===== config.mk =====
export PLATFORM = sky130hd
export DESIGN_NAME = seq_1101_tx
export DESIGN_NICKNAME = d
export VERILOG_FILES = /design/src/rtl/seq_pkg.sv /design/src/rtl/seq_tx_stuff_ctl.sv /design/src/rtl/seq_1101_tx.sv
export SDC_FILE = /design/constraint.sdc
export NUM_CORES = 1
export LEC_CHECK = 0
export BUFFER_PORTS_ARGS = -buffer_cell sky130_fd_sc_hd__buf_2
export CORE_AREA = 2 2 52 54
export DETAILED_ROUTE_END_ITERATION = 7
export DIE_AREA = 0 0 54 56
export PLACE_DENSITY = 0.63
export SLEW_MARGIN = 10
export SYNTH_ARGS = -nofsm -noshare
export SYNTH_HDL_FRONTEND = slang
export SYNTH_SLANG_ARGS = --single-unit

===== constraint.sdc =====
create_clock -name clock -period 2.4 [get_ports clock]
set_input_delay 0.24 -clock clock [delete_from_list [all_inputs] [get_ports clock]]
set_output_delay 0.24 -clock clock [all_outputs]
set_load 0.01 [all_outputs]

===== src/rtl/seq_pkg.sv =====
// Shared constants for the 1101 serial link: FSM states, sync marker and stuff trigger.
// Also imported by the detector's bench, so the marker definition lives in one place.
package seq_pkg;

    typedef enum logic [2:0] {
        S_IDLE  = 3'd0,
        S_MARK  = 3'd1,
        S_DATA  = 3'd2,
        S_STUFF = 3'd3,
        S_GAP   = 3'd4
    } state_t;

    localparam int                  MARKER_W   = 4;
    localparam logic [MARKER_W-1:0] MARKER     = 4'b1101;
    localparam logic [2:0]          STUFF_TRIG = 3'b110;

endpackage


===== src/rtl/seq_tx_stuff_ctl.sv =====
// Zero-stuff decision: tracks the last three emitted frame bits and requests a stuffed 0
// when the bit on the line completes 110. Request is combinational from registered state.
module seq_tx_stuff_ctl
    import seq_pkg::*;
(
    input  logic clock_i,
    input  logic rst_i,
    input  logic clr_i,
    input  logic bit_i,
    input  logic vld_i,
    output logic stuff_req_o
);
    logic [2:0] hist_q;
    logic [2:0] hist_d;

    // hist_d is the history including the bit currently on the line.
    assign hist_d = {hist_q[1:0], bit_i};

    always_ff @(posedge clock_i) begin
        if (rst_i || clr_i) begin
            hist_q <= 3'b000;
        end else if (vld_i) begin
            hist_q <= hist_d;
        end
    end

    assign stuff_req_o = vld_i && (hist_d == STUFF_TRIG);

endmodule


===== src/rtl/seq_1101_tx.sv =====
// Frames a DATA_W word as marker 1101 + payload MSB-first, one bit per clock, then IDLE_GAP idle cycles.
// First marker bit the cycle after start is accepted; start is honoured only while ready (no queuing).
// Build with SEQ_TX_STUFF_EN to insert stuffed zeros so the payload never re-forms the marker.
module seq_1101_tx
    import seq_pkg::*;
#(
    parameter int DATA_W   = 8,
    parameter int IDLE_GAP = 2
) (
    input  logic              clock,
    input  logic              rst,
    input  logic              start,
    input  logic [DATA_W-1:0] data_in,
    output logic              ready,
    output logic              d_out,
    output logic              d_valid,
    output logic              d_stuff,
    output logic              done
);
    localparam int         CNT_W  = $clog2(DATA_W + IDLE_GAP + MARKER_W + 1);
    localparam logic [1:0] MK_TOP = 2'(MARKER_W - 1);

    state_t            state_q;
    logic [DATA_W-1:0] shreg_q;
    logic [CNT_W-1:0]  cnt_q;
    logic [CNT_W-1:0]  pay_cnt;
    logic              d_out_q;
    logic              d_valid_q;
    logic              d_stuff_q;
    logic              done_q;
    logic              stuff_req;

`ifdef SEQ_TX_STUFF_EN
    seq_tx_stuff_ctl u_stuff_ctl (
        .clock_i     (clock),
        .rst_i       (rst),
        .clr_i       (ready && start),
        .bit_i       (d_out_q),
        .vld_i       (d_valid_q),
        .stuff_req_o (stuff_req)
    );
`else
    assign stuff_req = 1'b0;
`endif

    // cnt_q counts marker bits while in MARK and payload bits afterwards.
    assign pay_cnt = (state_q == S_MARK) ? '0 : cnt_q;

    always_ff @(posedge clock) begin
        if (rst) begin
            state_q   <= S_IDLE;
            shreg_q   <= '0;
            cnt_q     <= '0;
            d_out_q   <= 1'b0;
            d_valid_q <= 1'b0;
            d_stuff_q <= 1'b0;
            done_q    <= 1'b0;
        end else begin
            d_out_q   <= 1'b0;
            d_valid_q <= 1'b0;
            d_stuff_q <= 1'b0;
            done_q    <= 1'b0;
            case (state_q)
                S_IDLE: begin
                    if (start) begin
                        state_q   <= S_MARK;
                        shreg_q   <= data_in;
                        cnt_q     <= CNT_W'(1);
                        d_out_q   <= MARKER[MK_TOP];
                        d_valid_q <= 1'b1;
                    end
                end
                S_MARK, S_DATA, S_STUFF: begin
                    if (state_q == S_MARK && cnt_q < CNT_W'(MARKER_W)) begin
                        cnt_q     <= cnt_q + 1'b1;
                        d_out_q   <= MARKER[MK_TOP - cnt_q[1:0]];
                        d_valid_q <= 1'b1;
                    end else if (state_q == S_DATA && cnt_q == CNT_W'(DATA_W)) begin
                        done_q <= 1'b1;
                        if (IDLE_GAP == 0) begin
                            state_q <= S_IDLE;
                        end else begin
                            state_q <= S_GAP;
                            cnt_q   <= CNT_W'(1);
                        end
                    end else if (stuff_req) begin
                        // Stuffed 0 occupies a slot without consuming a payload bit.
                        state_q   <= S_STUFF;
                        cnt_q     <= pay_cnt;
                        d_valid_q <= 1'b1;
                        d_stuff_q <= 1'b1;
                    end else begin
                        state_q   <= S_DATA;
                        cnt_q     <= pay_cnt + 1'b1;
                        d_out_q   <= shreg_q[DATA_W-1];
                        d_valid_q <= 1'b1;
                        shreg_q   <= shreg_q << 1;
                    end
                end
                S_GAP: begin
                    if (cnt_q >= CNT_W'(IDLE_GAP)) begin
                        state_q <= S_IDLE;
                    end else begin
                        cnt_q <= cnt_q + 1'b1;
                    end
                end
                default: state_q <= S_IDLE;
            endcase
        end
    end

    assign ready   = (state_q == S_IDLE);
    assign d_out   = d_out_q;
    assign d_valid = d_valid_q;
    assign d_stuff = d_stuff_q;
    assign done    = done_q;

endmodule


-- Word level (Yosys, flattened, before mapping)
Index checks and enable logic that the tools add are counted.
- equal/unequal tests: 10
- add/subtract/negate cells: 3
- reduce and logical (&&, ||, !) cells: 10
- bitwise logic cells: 1
- $lt $le $gt $ge: 3
- multiplexer cells: 25
- operators by type and width (cell ; number):
    $mux 8 ; 3
    $mux 4 ; 5
    $pmux 8 s2 ; 1
    $mux 3 ; 4
    $pmux 4 s3 ; 1
    $ne 2x2->1 const B ; 5
    $pmux 3 s3 ; 1
    $add 4x1->4 const B ; 2
    $mux 1 ; 7
    $eq 3x2->1 const B ; 2
    $reduce_and 3->1 ; 2
    $reduce_or 3->1 ; 2
    $eq 4x4->1 const B ; 1
    $ge 4x2->1 const B ; 1
    $lt 4x3->1 const B ; 1
    $pmux 1 s2 ; 2
    $reduce_and 4->1 ; 1
    $eq 3x1->1 const B ; 1
    $eq 3x3->1 const B ; 1
    $logic_not 3->1 ; 1
    $lt 2x3->1 const B ; 1
    $reduce_bool 3->1 ; 1
    $bmux 1 s2 ; 1
    $logic_and 1x1->1 ; 2
    other kinds (3) ; 3
- word-level logic and storage cells: 58
- flip-flop bits (word level): 18
- output and inout port bits: 5

-- Longest topological paths before layout
- depth in word-level cells: 6
- depth in mapped cells: 7
- gate-level depth less buffers: 6

-- Worst setup path after synthesis
No wires, ideal clock.
- kind: reg-to-reg
- from: register cnt_q[1]
- to: register shreg_q[1]
- slack: 0.688 ns
- library setup time: 0.091 ns
- path buffers: 1
- period minus slack after synthesis: 1.712 ns
- cell stages (with the launch flop): 8
- arrival time: 1.621 ns
- required time: 2.309 ns
- cell sequence: dfxtp_1 -> inv_1 -> ha_1 -> nor4bb_2 -> a21oi_1 -> buf_2 -> a21oi_1 -> a311oi_1
- word-level cells in the longest chain between the ends: 4
- elaborated cells on any way between the ends: 7
- RTL lines (what ; line ; RTL):
    from (decl) ; seq_1101_tx.sv:25 ; logic [CNT_W-1:0] cnt_q;
    from (signal assigned) ; seq_1101_tx.sv:75 ; cnt_q <= cnt_q + 1'b1;
    from (signal assigned) ; seq_1101_tx.sv:89 ; cnt_q <= pay_cnt;
    from (signal assigned) ; seq_1101_tx.sv:94 ; cnt_q <= pay_cnt + 1'b1;
    $lt 4x3->1 / $eq 4x4->1 (equally long branches) ; seq_1101_tx.sv:74, seq_1101_tx.sv:78 ;
    $logic_and 1x1->1, on equally long branches ; seq_1101_tx.sv:74, seq_1101_tx.sv:78 ;
    $ne 2x2->1 (no source line) ; n/a ;
    $reduce_and 4->1 (no source line) * ; n/a ;
    to (signal assigned) ; seq_1101_tx.sv:67 ; shreg_q <= data_in;
    to (signal assigned) ; seq_1101_tx.sv:97 ; shreg_q <= shreg_q << 1;
    to (decl) ; seq_1101_tx.sv:24 ; logic [DATA_W-1:0] shreg_q;
Mark *: on every way between the ends. The rest lies on a longest branch, timed or not.
A chain may end at the register's enable or synchronous reset.

-- Worst setup path after layout
- from: register cnt_q[0]
- to: register shreg_q[0]
Same word-level chain as after synthesis.

==> run summary <==
Outcome: complete, no violations
Post-Synth XOR/XNOR Area: 2.50%
Synth Instances: 118
Net Sw Frac: 30.4%
Fin. Hold Viols: 0
Setup TNS Final: 0 ns
CP peak stage delay: 0.37 ns
Worst-Skew Late Latency: 0.30 ns
Post-synthesis mux area share: 8.56%
Combinational share of power: 25.6%
Post-route ant nets: 0
CP startpoint: cnt_q[0]
RSZ-0062 raised after global routing: no
Share of the synthesized area in the top cell type: 34.2%
Area contributors post-synth: dfxtp_1 34%, mux2i_1 8.6%, a311oi_1 7.5%
# resized after CTS: 0
Clock skew: 0.0129 ns
Worst hold slack: 0.256 ns
Post-layout nets: 144
Slew margin rel.: 65.9%
Placer congestion estimate: 0.889
All-layer global routing usage: 16.5%
# IOs: 16
Row count: 18
Die area: 3020 um^2
Max-slew violations: 0
Synth Area in Compound Gates: 23.9%
Clk root buf: clkbuf_4
Final Cycle Share: 75.9%
Reg power frac: 48.1%
Vias in the first global route: 837
Sequential area share after synthesis: 34.2%
Post-synth EDFFs: 0
Top Family by Delay on Critical Path: simple AND/OR/NAND/NOR gates
Max_cap viols: 0
Yosys warning count: 0
Synth Area in Simple Gates: 19.6%
Post-route cell area: 1160 um^2
Synth cell types: 36
Dpl cell area: 1130 um^2
Critical Path RT: 2.60 ns
Max Clk Rate: 549 MHz
Slowest cell on crit path: nor4bb_2
CTS Buffer Depth: 2
Via density: 5.77
Worst-path clk slew: 0.12 ns
DR DRC count: 0
Net Count, Synth: 133
Cts bufs inserted: 3
Max FO, Critical Path: 16
Pleak: 0.000502 uW
Main combinational cell family by area after synthesis: compound AO/OA/AOI/OAI gates
Crit-path cells: inv_1 > ha_1 > nor4bb_2 > a21oi_1 > buf_4 > and4_1 > o21ba_1
Worst vdd ir: 0.367 mV
HP Start: start
Number of H-tree levels: 1
Non-filler instance count after layout: 158
CTS tree: done
FF+latch count, synth: 18
Starting Density: 43.3%
Ys flop type: dfxtp_1
Port-buffer cells: 14
P_sw: 222 uW
Layout area overhead: 10.5%
Clock sink total: 18
Initial DRC count: 13
DR vias: 911
Ys async rst share: 0%
Router iterations before antenna repair: 4
Setup crit start kind: flop
Initial antenna violation count: 0
Die Span Y: 56 um
Tmin final: 1.82 ns
Routed len/inst: 13.4 um
Most frequent cells after synthesis: 18 x dfxtp_1, 14 x a21oi_1, 9 x a311oi_1, 9 x mux2i_1, 9 x nor2_1
Share of cells above drive strength 1: 18.8%
Setup Viol. Count Final: 0
Post-DP HPWL: 1490 um
WP buf/inv: 2
Largest net degree at the start of global routing: 20
CP endpoint kind: flop
Worst r2r src: cnt_q[0]
Hold WC Path Type: in2reg
Syn Area/Cell: 8.92 um^2
Adder-Cell Fraction of Synth Area: 4.76%
Slew @ Worst Pin: 0.510 ns
Die Width: 54 um
First-pass GRT wire length: 3800 um
Power, Total: 730 uW
Top-count cell post-synth: dfxtp_1
Post-Syn Area: 1050 um^2
P per Cell Area: 628 nW/um^2
Cell count after placement: 154
Post-CTS setup buffers: 0
Worst setup path class: reg2reg
Clock power frac: 26.3%
Biggest area consumer among synthesized cells: dfxtp_1
Remaining Overflow, GRT: 0
Hold buffer count at CTS: 0
Drt total wl: 2120 um
# diodes: 0
Critical Path AT: 2.02 ns
Filler cells: 243
CORE AREA: 2430 um^2
Int Pwr: 508 uW
[worst register-to-register path, delay by kind of cell, from the launching register on]
| family | cells | cell delay [ns] |
|---|---|---|
| buffers and inverters | 2 | 0.34 |
| AND/OR/NAND/NOR | 2 | 0.57 |
| flip-flops | 1 | 0.34 |
| AO/OA/AOI/OAI | 2 | 0.28 |
| adder cells (fa/ha/maj) | 1 | 0.18 |
[cells by family after synthesis]
logic type	after synthesis
buffers and inverters	13
AOI/OAI and AO/OA	36
other	1
DFF	18
xor gates and xnor gates	3
and+or+nand+nor	34
muxes	9
adders and majority gates	4
[flip-flops by register name (all words and copies together) (netlist names)]
name and cells:
cnt_q 4, d_valid 1, d_out 1, shreg_q 8, state_q 3, done 1
[routing by layer]
metal / GRT usage (%) / vias up / wire length [um] / share of wire [%]
met5: 0 / - / 0 / 0
met4: 5.36 / 0 / 23 / 1.1
met3: 4.84 / 4 / 113 / 5.3
met2: 23.3 / 26 / 995 / 47
met1: 23.6 / 422 / 986 / 47
li1: - / 459 / - / -
[stage by stage]
stage	utilization [%]	worst slack, ns
6_report	47.8	0.579
5_1_grt	47.8	0.443
4_1_cts	47.8	0.591
3_5_place_dp	46.3	0.626
3_3_place_gp	46.3	0.631
2_1_floorplan	-	0.688
[power by group through the flow]
stage / Combinational [uW] / Sequential, uW / Clock, uW
2_1_floorplan: 150 / 351 / 0
5_1_grt: 210 / 356 / 209
4_1_cts: 188 / 351 / 199
3_5_place_dp: 186 / 358 / 0
3_3_place_gp: 185 / 357 / 0
6_report: 187 / 351 / 192
[layout by cell type (no fill, tap or decap), drive strengths merged, types with 3 or more instances in the layout]
master   n
dfxtp   18
buf     17
a21oi   14
nor2     9
mux2i    9
a311oi   9
nor3     6
ha       4
clkbuf   4
nand2    3
[worst paths after layout]
check,endpoint,slack (ns),cells after the start
max,shreg_q[0],0.58,7
max reg2reg,shreg_q[0],0.58,7
min,d_out,0.26,3
min reg2reg,shreg_q[4],0.53,2
[area by class of cell]
class | instances | area [um^2] | share of cell area, %
inverter | 2 | 7.51 | 0.646
tap | 30 | 37.5 | 3.23
multi-input combinational | 87 | 628 | 54.0
sequential | 18 | 360 | 31.0
timing repair buffer | 17 | 92.6 | 7.97
clock buffer | 4 | 36.3 | 3.12
Note: power is estimated with default switching activity, not from simulation.
